## src/rtl/fp29i_pkg.sv

```systemverilog
// Shared FP29i field layout and FP16 packing constants for the FIR output stage.
package fp29i_pkg;

  localparam int S_W = 1;
  localparam int E_W = 6;
  localparam int M_W = 22;

  localparam int          FP16_BIAS    = 15;
  localparam int          FP16_EXP_MAX = 31;
  localparam logic [14:0] FP16_INF     = 15'h7C00;

  typedef struct packed {
    logic [S_W-1:0] s;
    logic [E_W-1:0] e;
    logic [M_W-1:0] m;
  } fp29i_t;

endpackage

```

## src/rtl/fir_out_fp16_pack_lzc22.sv

```systemverilog
// Combinational leading-zero counter for the 22-bit FP29i mantissa; returns 22 for zero.
module lzc22
  import fp29i_pkg::*;
(
  input  logic [M_W-1:0] m,
  output logic [4:0]     lz
);

  // Scanning upward lets the highest set bit have the final say.
  always_comb begin
    lz = 5'd22;
    for (int i = 0; i < M_W; i++) begin
      if (m[i]) lz = 5'(M_W - 1 - i);
    end
  end

endmodule

```

## src/rtl/fir_out_fp16_pack.sv

```systemverilog
// Converts FIR FP29i results to IEEE FP16 (RNE, flush-to-zero) and queues them
// behind a valid/ready output FIFO.
module fir_out_fp16_pack
  import fp29i_pkg::*;
#(
  parameter int EXP_BIAS   = 30,
  parameter int MAN_FRAC   = 20,
  parameter int FIFO_DEPTH = 4   // power of 2, >= 2
) (
  input  logic        clk,
  input  logic        rst_n,
  input  logic [28:0] din_29i,
  input  logic        valid_in,
  output logic [15:0] dout,
  output logic        dout_valid,
  input  logic        dout_ready,
  output logic        flag_ovf,
  output logic        flag_unf,
  output logic        overrun
);

  localparam int                PTR_W   = $clog2(FIFO_DEPTH);
  localparam logic [PTR_W:0]    PTR_ONE = (PTR_W + 1)'(1);
  localparam logic signed [7:0] EXP_OFS = 8'(FP16_BIAS - EXP_BIAS - MAN_FRAC);

  // P0: capture on the rising edge of valid_in
  logic   valid_d_reg;
  logic   p0_valid_reg;
  fp29i_t p0_reg;
  logic   capture;

  assign capture = valid_in & ~valid_d_reg;

  always_ff @(posedge clk or negedge rst_n) begin
    if (!rst_n) begin
      valid_d_reg  <= 1'b1;
      p0_valid_reg <= 1'b0;
      p0_reg       <= '0;
    end else begin
      valid_d_reg  <= valid_in;
      p0_valid_reg <= capture;
      if (capture) p0_reg <= din_29i;
    end
  end

  // P1: leading-zero count
  logic [4:0] lz_next;
  fp29i_t     p1_reg;
  logic [4:0] p1_lz_reg;
  logic       p1_valid_reg;

  lzc22 u_lzc (
    .m  (p0_reg.m),
    .lz (lz_next)
  );

  always_ff @(posedge clk or negedge rst_n) begin
    if (!rst_n) begin
      p1_reg       <= '0;
      p1_lz_reg    <= '0;
      p1_valid_reg <= 1'b0;
    end else begin
      p1_reg       <= p0_reg;
      p1_lz_reg    <= lz_next;
      p1_valid_reg <= p0_valid_reg;
    end
  end

  // P2: normalise; the leading one is implicit so only the 21 bits below it are kept
  logic [4:0]        p_next;
  logic [7:0]        exp_next;
  logic [20:0]       frac_next;
  logic              p2_s_reg;
  logic              p2_zero_reg;
  logic signed [7:0] p2_exp_reg;
  logic [20:0]       p2_frac_reg;
  logic              p2_valid_reg;

  assign p_next    = 5'(M_W - 1) - p1_lz_reg;
  assign exp_next  = {2'b00, p1_reg.e} + {3'b000, p_next} + EXP_OFS;
  assign frac_next = 21'(p1_reg.m << p1_lz_reg);

  always_ff @(posedge clk or negedge rst_n) begin
    if (!rst_n) begin
      p2_s_reg     <= 1'b0;
      p2_zero_reg  <= 1'b0;
      p2_exp_reg   <= '0;
      p2_frac_reg  <= '0;
      p2_valid_reg <= 1'b0;
    end else begin
      p2_s_reg     <= p1_reg.s;
      p2_zero_reg  <= (p1_lz_reg == 5'd22);
      p2_exp_reg   <= exp_next;
      p2_frac_reg  <= frac_next;
      p2_valid_reg <= p1_valid_reg;
    end
  end

  // P3: round-to-nearest-even and pack {unf, ovf, fp16}
  logic              g_bit, s_bit, inc;
  logic [10:0]       frac_sum;
  logic signed [7:0] exp_rnd;
  logic [17:0]       res_word;

  assign g_bit    = p2_frac_reg[10];
  assign s_bit    = |p2_frac_reg[9:0];
  assign inc      = g_bit & (s_bit | p2_frac_reg[11]);
  assign frac_sum = {1'b0, p2_frac_reg[20:11]} + {10'b0, inc};
  assign exp_rnd  = p2_exp_reg + {7'b0, frac_sum[10]};

  always_comb begin
    res_word = {2'b00, p2_s_reg, 15'h0};
    if (!p2_zero_reg) begin
      if (exp_rnd >= FP16_EXP_MAX)
        res_word = {2'b01, p2_s_reg, FP16_INF};
      else if (exp_rnd <= 0)
        res_word = {2'b10, p2_s_reg, 15'h0};
      else
        res_word = {2'b00, p2_s_reg, exp_rnd[4:0], frac_sum[9:0]};
    end
  end

  // Output FIFO; pointers carry an extra wrap bit to tell full from empty
  logic [PTR_W:0]                 wr_ptr_reg, rd_ptr_reg;
  logic [PTR_W-1:0]               wr_idx, rd_idx;
  logic [FIFO_DEPTH-1:0][17:0]    mem_rd;
  logic                           empty, full, pop, push, drop;
  logic [17:0]                    head;

  assign wr_idx = wr_ptr_reg[PTR_W-1:0];
  assign rd_idx = rd_ptr_reg[PTR_W-1:0];
  assign empty  = (wr_ptr_reg == rd_ptr_reg);
  assign full   = (wr_ptr_reg[PTR_W] != rd_ptr_reg[PTR_W]) && (wr_idx == rd_idx);
  assign pop    = ~empty & dout_ready;
  assign push   = p2_valid_reg & (~full | pop);
  assign drop   = p2_valid_reg & full & ~pop;

  for (genvar gi = 0; gi < FIFO_DEPTH; gi++) begin : g_mem
    logic [17:0] entry_reg;
    always_ff @(posedge clk or negedge rst_n) begin
      if (!rst_n)
        entry_reg <= '0;
      else if (push && wr_idx == PTR_W'(gi))
        entry_reg <= res_word;
    end
    assign mem_rd[gi] = entry_reg;
  end

  always_ff @(posedge clk or negedge rst_n) begin
    if (!rst_n) begin
      wr_ptr_reg <= '0;
      rd_ptr_reg <= '0;
      overrun    <= 1'b0;
    end else begin
      if (push) wr_ptr_reg <= wr_ptr_reg + PTR_ONE;
      if (pop)  rd_ptr_reg <= rd_ptr_reg + PTR_ONE;
      if (drop) overrun    <= 1'b1;
    end
  end

  assign head       = mem_rd[rd_idx];
  assign dout       = head[15:0];
  assign flag_ovf   = head[16];
  assign flag_unf   = head[17];
  assign dout_valid = ~empty;

endmodule

```

## config.mk

```make
export PLATFORM = sky130hd
export DESIGN_NAME = fir_out_fp16_pack
export DESIGN_NICKNAME = d
export VERILOG_FILES = /design/src/rtl/fp29i_pkg.sv /design/src/rtl/fir_out_fp16_pack_lzc22.sv /design/src/rtl/fir_out_fp16_pack.sv
export SDC_FILE = /design/constraint.sdc
export NUM_CORES = 1
export LEC_CHECK = 0
export BUFFER_PORTS_ARGS = -buffer_cell sky130_fd_sc_hd__buf_4
export CORE_MARGIN = 4
export CORE_UTILIZATION = 40
export CTS_CLUSTER_SIZE = 12
export DETAILED_ROUTE_END_ITERATION = 16
export SYNTH_ARGS = -nofsm -noshare
export SYNTH_HDL_FRONTEND = slang
export SYNTH_SLANG_ARGS = --single-unit
```

## constraint.sdc

```tcl
create_clock -name clk -period 7.3 [get_ports clk]
set_input_delay 1.46 -clock clk [delete_from_list [all_inputs] [get_ports clk]]
set_output_delay 1.46 -clock clk [all_outputs]
set_load 0.005 [all_outputs]
```

==> reports/qor.csv, run 1 <==
stage;metric;value;unit
synthesis;Avg Inst Size Synth;12.4;sq um
power;sequential share of power;42.3;%
status;status;finished, final reports clean;
clocking;CTS Buf Count;17;
worst_setup_path;CP startpoint;p2_frac_reg[11]$_DFF_PN0_;
drt;drt initial violations;276;
power;Internal Power;2350;uW
worst_setup_path;Worst setup EP type;register;
worst_setup_path;critical path class;register to register;
power;power density over the cells;369;mW/mm^2
synthesis;ys async rst share;100;%
cells_and_area;highest-count cells in the layout ignoring fill and taps;dfrtp_1 (175), mux2_2 (65), nand2_1 (62);
power;switching power total;1150;uW
worst_setup_path;CP cell instances;and2_1 -> ha_1 -> and3_1 -> and3_1 -> ha_1 -> ha_1 -> or4b_1 -> a211o_1 -> a22oi_4 -> nand3_4 -> o31ai_1;
cells_and_area;share of cells above drive strength 1;27.2;%
worst_setup_path;Reg2Reg Depth;11;
synthesis;ys flop type;dfrtp_1;
clocking;clock root buffer master;clkbuf_16;
synthesis;cells after synthesis;666;
synthesis;top cells by area, synth;dfrtp_1 (53%), mux2_2 (8.9%), mux4_2 (8.7%);
cells_and_area;most common cell after layout, fill and taps aside;dfrtp_1;
die;die width;152;um
worst_setup_path;RR Startpoint;p2_frac_reg[11]$_DFF_PN0_;
cells_and_area;nets;758;
worst_setup_path;CP startpoint kind;register;
global_routing;initial antenna violation count;0;
synthesis;Synth area leader;dfrtp_1;
worst_setup_path;CP Data Arrival Time;4.00;ns
worst_setup_path;Worst Path Required;7.60;ns
cells_and_area;Area Overhead vs Synth;14.8;%
synthesis;post-synthesis register bit count;176;
synthesis;Synth Area in XOR/XNOR;2.55;%
die;Starting Density;40.8;%
drt;antenna-violating nets left;0;
clocking;worst skew pair latency;0.43;ns
power;Clk pwr share;26.8;%
min_path;WHS Path Cells;0;
synthesis;sequential area share after synthesis;53.4;%
cells_and_area;ANT cells;0;
die;die height;152;um
drt;Residual DRC;0;
worst_setup_path;Crit-path slowest cell;or4b_1;
die;IO Pins;53;
sta;Final Hold Fails;0;
clocking;CTS Sinks;176;
sta;Slew @ Worst Pin;1.21;ns
min_path;Min-Delay Startpoint;p1_reg[28]$_DFF_PN0_;
synthesis;synthesized-area fraction occupied by adder cells;3.12;%
sta;Worst slew margin;19.3;%
place;IO buf count;52;
sta;Final Cycle Share;50.7;%
sta;RSZ-0062 raised after global routing;no;
global_routing;first-pass GRT wire length;27.6;mm
worst_setup_path;Most Frequent Cell on Critical Path;ha_1;
drt;WL final;15.8;mm
power;Leak;0.00414;uW
sta;Worst Skew;0.0130;ns
clocking;PostCTS Resize Cnt;0;
die;Die Area;0.0230;sq mm
die;core area;0.0202;sq mm
die;Site Rows;52;
clocking;Clk pin slew, worst setup/hold paths;0.07;ns
global_routing;grt ovf;0;
synthesis;main combinational cell family by area after synthesis;multiplexers;
worst_setup_path;FF-to-FF End;g_mem[1].entry_reg[6]$_DFFE_PN0P_;
sta;f_max;270;MHz
global_routing;largest net degree at the start of global routing;91;
clocking;post-CTS setup buffer count;0;
drt;DR vias/cell;5.31;
synthesis;Synth Cell Area;0.00825;sq mm
worst_setup_path;Max stage delay on crit path;0.50;ns
sta;setup tns final;0;ns
power;sw frac;32.8;%
worst_setup_path;crit-path max FO;36;
place;final HPWL from detailed placement;10.8;mm
flow_run;max-cap violations;0;
drt;vias;5246;
global_routing;gr usage total;15.1;%
drt;WL/cell;16.0;um
synthesis;EDFF count, synth;0;
cells_and_area;Finished Layout Cells;988;
synthesis;share of Yosys cell area claimed by the top area cell type;53.1;%
sta;Slew Viols, Final;0;
synthesis;syn nets;719;
synthesis;Netlist cell types;52;
clocking;CTS Buffer Depth;2;
clocking;H-tree levels;4;
synthesis;mux cell area share after synthesis;19.7;%
clocking;CTS tree;built;
sta;Final setup viols;0;
synthesis;Compound-Gate Fraction of Synth Area;9.14;%
synthesis;Simple-Gate Fraction of Synth Area;8.81;%
place;Post-Place Cells;956;
min_path;hold endpoint;p2_s_reg$_DFF_PN0_;
power;Worst VDD drop;0.191;mV
synthesis;Yosys warning total;0;
sta;crit path time final;3.70;ns
min_path;min-delay worst type;register to register;
global_routing;vias in the first global route;5508;
power;Logic pwr share;30.9;%
drt;drt pass-1 iters;4;
clocking;hold buffer count at CTS;0;
worst_setup_path;Worst R2R Setup Slack;3.60;ns
cells_and_area;Largest register FFs;72;
place;routability cong.;0.946;
[power groups by stage]
| stage | combinational (uW) | sequential, uW | clock (uW) |
|---|---|---|---|
| after global routing | 1210 | 1530 | 1010 |
| final | 1080 | 1480 | 939 |
| after floorplan | 822 | 1400 | 0 |
| after detailed placement | 1090 | 1500 | 0 |
| after CTS | 1100 | 1480 | 962 |
| after global placement | 1060 | 1480 | 0 |
[how the worst max path moves through the flow]
stage,depth (start not counted),slack [ns],to
after floorplan,13,4.03,g_mem[3].entry_reg[7]$_DFFE_PN0P_
after global placement,11,3.77,g_mem[1].entry_reg[1]$_DFFE_PN0P_
after detailed placement,11,3.61,g_mem[1].entry_reg[6]$_DFFE_PN0P_
after CTS,11,3.59,g_mem[1].entry_reg[6]$_DFFE_PN0P_
after global routing,11,3.34,g_mem[2].entry_reg[9]$_DFFE_PN0P_
final,11,3.60,g_mem[1].entry_reg[6]$_DFFE_PN0P_
[cells by family (layout without fill, tap and decap cells)]
kind of cell,count (synthesis),after routing
AO/OA/AOI/OAI,110,110
XOR/XNOR,24,24
adder cells (fa/ha/maj),20,20
buffers and inverters,64,116
flip-flops,176,176
multiplexers,114,114
AND/OR/NAND/NOR,158,158
[worst max-delay path, delay by kind of cell, from the launching register on]
kind,cells,cell delay (ns)
AOI/OAI and AO/OA,3,1.04
adders and majority gates,3,0.72
DFF,1,0.38
and+or+nand+nor,5,1.42
[synth_stat cells (2+ instances only)]
cell type and number:
buf_6 4, inv_1 27, a211oi_1 9, mux2_2 65, a31o_2 2, o21ai_0 18, nor2_1 43, clkbuf_1 24
buf_1 6, or3_1 3, nand4_1 3, nand3_1 11, mux2i_1 17, nor4_1 5, ha_1 19, o31ai_1 36
nor3_1 9, xnor2_1 18, o22ai_1 3, mux4_2 32, o31ai_2 2, dfrtp_1 175, and3_1 5, nor2b_1 4
nand2_1 62, a211o_1 2, a21oi_1 25, buf_2 3, and2_1 2, nand2b_1 4, a31oi_1 2, xor2_1 6
[through the flow]
stage	setup WS [ns]	util (%)	area, sq um	power [uW]	hold WS (ns)
floorplan	4.03	-	8250	2230	0.331
global placement	3.77	43.7	8850	2540	0.337
detailed placement	3.61	43.7	8850	2590	0.337
CTS	3.59	46.8	9470	3550	0.357
global route	3.34	46.8	9470	3750	0.366
finish	3.60	46.8	9470	3500	0.355
[layer usage]
| layer | GRT usage, % | vias up | share of wire [%] |
|---|---|---|---|
| li1 | - | 2488 | - |
| met1 | 19.7 | 2653 | 45 |
| met2 | 25.4 | 93 | 51 |
| met3 | 3.81 | 12 | 3.7 |
| met4 | 3.73 | 0 | 0.69 |
| met5 | 0 | - | 0 |
[cell type report]
class	instances	area [sq um]
Clock inverter	15	194
Multi-Input combinational cell	426	3570
Clock buffer	17	425
Tap cell	270	338
Inverter	27	101
Timing Repair Buffer	57	432
Fill cell	1814	10800
Sequential cell	176	4410
No activity file was read; power rests on OpenSTA's default activity.
==> run 2, diff against run 1 <==
==> constraint.sdc (replaced) <==
create_clock -name clk -period 3.1 [get_ports clk]
set_input_delay 0.62 -clock clk [delete_from_list [all_inputs] [get_ports clk]]
set_output_delay 0.62 -clock clk [all_outputs]
set_load 0.005 [all_outputs]
==> reports/qor.csv, run 2 (synthesis gave the netlist of run 1 again) <==
stage;metric;value;unit;change
cells_and_area;nets;791;;+4.4%
global_routing;vias in the first global route;5541;;+0.60%
worst_setup_path;CP cell instances;and2_4 -> ha_4 -> and3_4 -> and3_4 -> ha_4 -> ha_4 -> or4b_4 -> a211o_1 -> a22oi_4 -> nand3_4 -> buf_12 -> buf_6 -> o31ai_1;;
clocking;CTS Buf Count;17;;unchanged
sta;Final WS setup;-0.0808;ns;-3.68 ns
drt;WL final;17.2;mm;+9.3%
cells_and_area;# fillers;1701;;-6.2%
sta;Final setup viols;39;;+39
drt;drt pass-1 iters;5;;+1
drt;antenna-violating nets left;0;;unchanged
cells_and_area;Core Util, Final;51.4;%;+4.6 points
sta;Slew Viols, Final;0;;unchanged
die;core area;0.0202;sq mm;unchanged
power;Leak;0.00448;uW;+8.2%
sta;Final Hold Fails;0;;unchanged
worst_setup_path;critical path class;register to register;;
sta;setup tns final;-1.32;ns;-1.32 ns
die;die width;152;um;unchanged
drt;drt initial violations;243;;-12%
sta;Slew @ Worst Pin;0.981;ns;-0.227 ns
worst_setup_path;Max stage delay on crit path;0.48;ns;-0.02 ns
sta;f_max;314;MHz;+16%
sta;Worst Skew;0.00920;ns;-0.00376 ns
clocking;hold buffer count at CTS;0;;unchanged
place;IO buf count;52;;unchanged
power;total power draw;9060;uW;+160%
clocking;clock root buffer master;clkbuf_16;;
sta;Worst slew margin;34.1;%;+15 points
global_routing;largest net degree at the start of global routing;81;;-11%
worst_setup_path;CP startpoint;p2_frac_reg[11]$_DFF_PN0_;;
place;final HPWL from detailed placement;11.2;mm;+3.6%
drt;DR vias/cell;5.30;;-0.19%
global_routing;gr usage total;15.3;%;+0.20 points
worst_setup_path;RR Startpoint;p2_frac_reg[11]$_DFF_PN0_;;
worst_setup_path;Worst Path Required;3.43;ns;-4.17 ns
cells_and_area;Finished Layout Cells;1021;;+3.3%
drt;WL/cell;16.9;um;+5.8%
power;Worst VDD drop;0.432;mV;+130%
worst_setup_path;Most Frequent Cell on Critical Path;ha_4;;
min_path;min-delay worst type;primary input to async pin;;
clocking;CTS tree;built;;
worst_setup_path;Crit-path slowest cell;or4b_4;;
clocking;CTS Buffer Depth;2;;unchanged
cells_and_area;ANT cells;0;;unchanged
clocking;worst skew pair latency;0.43;ns;about the same
global_routing;grt ovf;0;;unchanged
clocking;CTS Sinks;176;;unchanged
global_routing;first-pass GRT wire length;27.8;mm;+0.45%
global_routing;initial antenna violation count;0;;unchanged
cells_and_area;share of cells above drive strength 1;35.7;%;+8.5 points
status;status;finished with violations;;
flow_run;max-cap violations;0;;unchanged
place;Post-Place Cells;971;;+1.6%
die;Site Rows;52;;unchanged
worst_setup_path;crit-path max FO;5;;-86%
status;failing checks;negative setup slack;;
die;IO Pins;53;;unchanged
sta;RSZ-0062 raised after global routing;yes;;
die;Die Area;0.0230;sq mm;unchanged
sta;Final Cycle Share;103;%;+52 points
die;die height;152;um;unchanged
clocking;Clk pin slew, worst setup/hold paths;0.07;ns;about the same
place;routability cong.;0.856;;-9.5%
cells_and_area;Largest register FFs;72;;unchanged
sta;crit path time final;3.18;ns;-0.518 ns
power;power density over the cells;871;mW/mm^2;+140%
worst_setup_path;Worst setup EP type;register;;
cells_and_area;highest-count cells in the layout ignoring fill and taps;dfrtp_1 (175), buf_4 (78), nand2_1 (62), mux2_2 (62), nor2_1 (43);;
worst_setup_path;CP Data Arrival Time;3.51;ns;-0.49 ns
worst_setup_path;CP startpoint kind;register;;
clocking;H-tree levels;4;;unchanged
drt;vias;5411;;+3.1%
cells_and_area;Area Overhead vs Synth;26.1;%;
drt;Residual DRC;0;;unchanged
cells_and_area;most common cell after layout, fill and taps aside;dfrtp_1;;
die;Starting Density;40.8;%;unchanged
==> run 2: cell types whose count changed in the layout (fill, tap and decap cells not counted), sizes merged <==
cell / before / now
inv: 35 / 34
bufinv: 2 / 4
clkbuf: 17 / 20
clkinv: 3 / 2
buf: 57 / 87
==> run 2: worst paths after layout <==
path | to | slack, ns | cells past startpoint
max reg2reg | g_mem[3].entry_reg[7]$_DFFE_PN0P_ | -0.08 | 13
min | g_mem[1].entry_reg[13]$_DFFE_PN0P_ | 0.21 | 1
min in group clk | valid_d_reg$_DFF_PN1_ | 0.30 | 1
max | g_mem[3].entry_reg[7]$_DFFE_PN0P_ | -0.08 | 13
min reg2reg | p2_s_reg$_DFF_PN0_ | 0.36 | 0
max in group asynchronous | p1_reg[8]$_DFF_PN0_ | 2.12 | 2
==> run 2: per-layer routing <==
metal | global-route usage (%) | vias up | share of wire (%)
met3 | 3.54 | 12 | 3.9
met2 | 26.1 | 102 | 52
met5 | 0 | - | 0
li1 | - | 2558 | -
met1 | 19.7 | 2739 | 43
met4 | 4.22 | 0 | 0.92
==> run 2: report_power, final <==
part,switching [uW],internal [uW]
Combinational,1610,1660
Sequential,472,2970
Clock,960,1380
Total,3040,6010
==> run 2: cell type report <==
class                      count  area, sq um  share of cell area [%]
clock inverter                15          224                    2.15
timing repair buffer          90          846                    8.13
tap                          270          338                    3.25
inverter                      27          101                   0.974
clock buffer                  17          425                    4.09
sequential                   176         4410                    42.3
multi-input combinational    426         4070                    39.1
==> run 2: repair_timing <==
| action | in CTS | in global routing |
|---|---|---|
| pin swaps | 3 | 30 |
| gates cloned | 3 | 4 |
| buffers inserted | 8 | 4 |
| endpoints found under the setup margin | 38 | 48 |
| endpoints found under the hold margin | 0 | 0 |
| gates resized for setup | 13 | 63 |
==> run 2: metrics by stage <==
step                      hold WS, ns  setup WS (ns)  cell area (sq um)
after floorplan                 0.324         0.0163               8280
after global placement          0.337         0.0589               9020
after detailed placement        0.340        -0.0542               9020
after CTS                       0.248        -0.0108               9900
after global routing            0.263         -0.160              10400
final                           0.213        -0.0808              10400
==> run 2: worst max-delay path, delay by kind of cell (launching register included) <==
kind,cells,cell delay [ns]
AOI/OAI and AO/OA,3,0.82
adders and majority gates,3,0.46
buffers and inverters,2,0.31
DFF,1,0.38
and+or+nand+nor,5,1.10
==> run 3, diff against run 2 <==
--- a/config.mk
+++ b/config.mk
@@ -5,11 +5,12 @@
 export SDC_FILE = /design/constraint.sdc
 export NUM_CORES = 1
 export LEC_CHECK = 0
-export BUFFER_PORTS_ARGS = -buffer_cell sky130_fd_sc_hd__buf_4
 export CORE_MARGIN = 4
 export CORE_UTILIZATION = 40
 export CTS_CLUSTER_SIZE = 12
 export DETAILED_ROUTE_END_ITERATION = 16
+export DONT_BUFFER_PORTS = 1
+export GPL_ROUTABILITY_DRIVEN = 0
 export SYNTH_ARGS = -nofsm -noshare
 export SYNTH_HDL_FRONTEND = slang
 export SYNTH_SLANG_ARGS = --single-unit
==> reports/qor.csv, run 3 (synthesis gave the netlist of run 1 again) <==
stage;metric;value;unit;change
status;status;finished with violations;;
status;failing checks;negative hold slack, negative setup slack;;
drt;WL final;16.3;mm;-5.6%
global_routing;gr usage total;14.6;%;-0.71 points
cells_and_area;highest-count cells in the layout ignoring fill and taps;dfrtp_1 (175), mux2_2 (63), nand2_1 (62);;
sta;Final setup viols;27;;-31%
clocking;CTS Buffer Depth;2;;unchanged
cells_and_area;Area Overhead vs Synth;14.7;%;
global_routing;first-pass GRT wire length;26.6;mm;-4.2%
worst_setup_path;crit-path max FO;18;;+13
sta;setup tns final;-1.14;ns;+0.183 ns
power;total power draw;8170;uW;-9.9%
worst_setup_path;critical path class;register to register;;
power;Leak;0.00403;uW;-10%
sta;Slew @ Worst Pin;0.958;ns;-0.0229 ns
cells_and_area;Finished Layout Cells;957;;-6.3%
clocking;Clk pin slew, worst setup/hold paths;0.07;ns;about the same
worst_setup_path;Worst R2R Setup Slack;-0.09;ns;about the same
worst_setup_path;Most Frequent Cell on Critical Path;ha_4;;
die;Starting Density;40.8;%;unchanged
worst_setup_path;CP Data Arrival Time;3.51;ns;about the same
global_routing;initial antenna violation count;0;;unchanged
die;Site Rows;52;;unchanged
clocking;clock root buffer master;clkbuf_16;;
worst_setup_path;Worst setup EP type;register;;
drt;DR vias/cell;5.33;;+0.60%
cells_and_area;ANT cells;0;;unchanged
min_path;min-delay worst type;primary input to async pin;;
sta;Worst slew margin;36.0;%;+1.8 points
sta;Final Hold Fails;175;;+175
flow_run;max-cap violations;0;;unchanged
die;die height;152;um;unchanged
worst_setup_path;CP cell instances;and2_4 -> ha_4 -> and3_4 -> and3_4 -> ha_4 -> ha_4 -> or4b_4 -> a211o_4 -> a22oi_4 -> nand3_4 -> buf_12 -> o31ai_2;;
cells_and_area;Core Util, Final;46.8;%;-4.6 points
clocking;CTS Sinks;176;;unchanged
sta;RSZ-0062 raised after global routing;yes;;
drt;drt initial violations;254;;+4.5%
worst_setup_path;RR Startpoint;p2_frac_reg[10]$_DFF_PN0_;;
drt;vias;5102;;-5.7%
cells_and_area;Largest register FFs;72;;unchanged
drt;antenna-violating nets left;0;;unchanged
worst_setup_path;Crit-path slowest cell;or4b_4;;
clocking;CTS tree;built;;
worst_setup_path;FF-to-FF End;g_mem[3].entry_reg[2]$_DFFE_PN0P_;;
drt;drt pass-1 iters;4;;-1
global_routing;largest net degree at the start of global routing;177;;+120%
worst_setup_path;Reg2Reg Depth;12;;-1
global_routing;vias in the first global route;5299;;-4.4%
cells_and_area;share of cells above drive strength 1;27.8;%;-7.9 points
global_routing;grt ovf;0;;unchanged
die;die width;152;um;unchanged
place;final HPWL from detailed placement;11.0;mm;-2.0%
cells_and_area;most common cell after layout, fill and taps aside;dfrtp_1;;
die;IO Pins;53;;unchanged
place;Post-Place Cells;917;;-5.6%
sta;Final Cycle Share;103;%;+0.35 points
power;Worst VDD drop;0.452;mV;+4.6%
drt;WL/cell;17.0;um;+0.73%
clocking;worst skew pair latency;0.43;ns;about the same
worst_setup_path;Crit path buffers/inverters;1;;-1
sta;f_max;313;MHz;-0.34%
cells_and_area;nets;727;;-8.1%
die;Die Area;0.0230;sq mm;unchanged
die;core area;0.0202;sq mm;unchanged
sta;WHS;-0.118;ns;-0.331 ns
power;power density over the cells;862;mW/mm^2;-0.93%
worst_setup_path;delay-heaviest family, CP;simple AND/OR/NAND/NOR gates;;
clocking;CTS Buf Count;17;;unchanged
worst_setup_path;Worst Path Required;3.41;ns;-0.02 ns
clocking;H-tree levels;4;;unchanged
sta;Slew Viols, Final;0;;unchanged
drt;Residual DRC;0;;unchanged
sta;crit path time final;3.19;ns;+0.0107 ns
worst_setup_path;CP startpoint kind;register;;
worst_setup_path;Max stage delay on crit path;0.48;ns;about the same
sta;Final WS setup;-0.0916;ns;-0.0107 ns
place;IO buf count;0;;-100%
sta;Worst Skew;0.0137;ns;+0.00454 ns
-- run 3: power by group --
| group | total, uW | switching, uW | internal (uW) |
|---|---|---|---|
| Sequential | 3450 | 475 | 2970 |
| Combinational | 2610 | 1330 | 1280 |
| Clock | 2110 | 918 | 1190 |
-- run 3: layout make-up --
type / count / area (sq um)
clock inverters: 15 / 159
flip-flops and latches: 176 / 4410
repair buffers: 26 / 233
fillers: 1772 / 10800
multi-input cells: 426 / 3810
clock buffers: 17 / 425
inverters: 27 / 101
well taps: 270 / 338
-- run 3: per-layer routing --
metal  part of all wire (%)  wire, um  track usage [%]
met1                     45      7330             18.6
met5                      0         0                0
met4                    1.2       189             3.37
met2                     50      8110             24.9
met3                    4.0       655             4.13
-- run 3: worst reg2reg max path, stage by stage (launching register included) --
cell and delay [ns]:
dfrtp_1 0.39, and2_4 0.17, ha_4 0.16, and3_4 0.15, and3_4 0.17, ha_4 0.16
ha_4 0.15, or4b_4 0.48, a211o_4 0.37, a22oi_4 0.25, nand3_4 0.16, buf_12 0.20
o31ai_2 0.26
-- run 3: worst max path at each step --
stage,start,endpoint,slack [ns],cells after the start
6_report,p2_frac_reg[10]$_DFF_PN0_,g_mem[3].entry_reg[2]$_DFFE_PN0P_,-0.09,12
5_1_grt,p2_frac_reg[10]$_DFF_PN0_,g_mem[3].entry_reg[2]$_DFFE_PN0P_,-0.19,12
4_1_cts,p2_frac_reg[10]$_DFF_PN0_,g_mem[1].entry_reg[2]$_DFFE_PN0P_,-0.04,12
3_3_place_gp,p2_frac_reg[10]$_DFF_PN0_,g_mem[3].entry_reg[0]$_DFFE_PN0P_,0.06,12
3_5_place_dp,p2_frac_reg[10]$_DFF_PN0_,g_mem[1].entry_reg[2]$_DFFE_PN0P_,-0.04,12
2_1_floorplan,p2_frac_reg[10]$_DFF_PN0_,g_mem[1].entry_reg[1]$_DFFE_PN0P_,0.02,13
-- run 3: what timing repair did --
item,in CTS,in global routing
resized for setup,1,32
buffers inserted,2,3
endpoints found under the setup margin,31,56
pin swaps,1,9
endpoints found under the hold margin,175,175
cloned,0,3
-- run 3: per-stage QoR --
| stage | setup slack [ns] | cell area, sq um |
|---|---|---|
| final | -0.0916 | 9470 |
| after global routing | -0.187 | 9470 |
| after CTS | -0.0437 | 9200 |
| after detailed placement | -0.0447 | 8600 |
| after global placement | 0.0598 | 8600 |
| after floorplan | 0.0163 | 8280 |
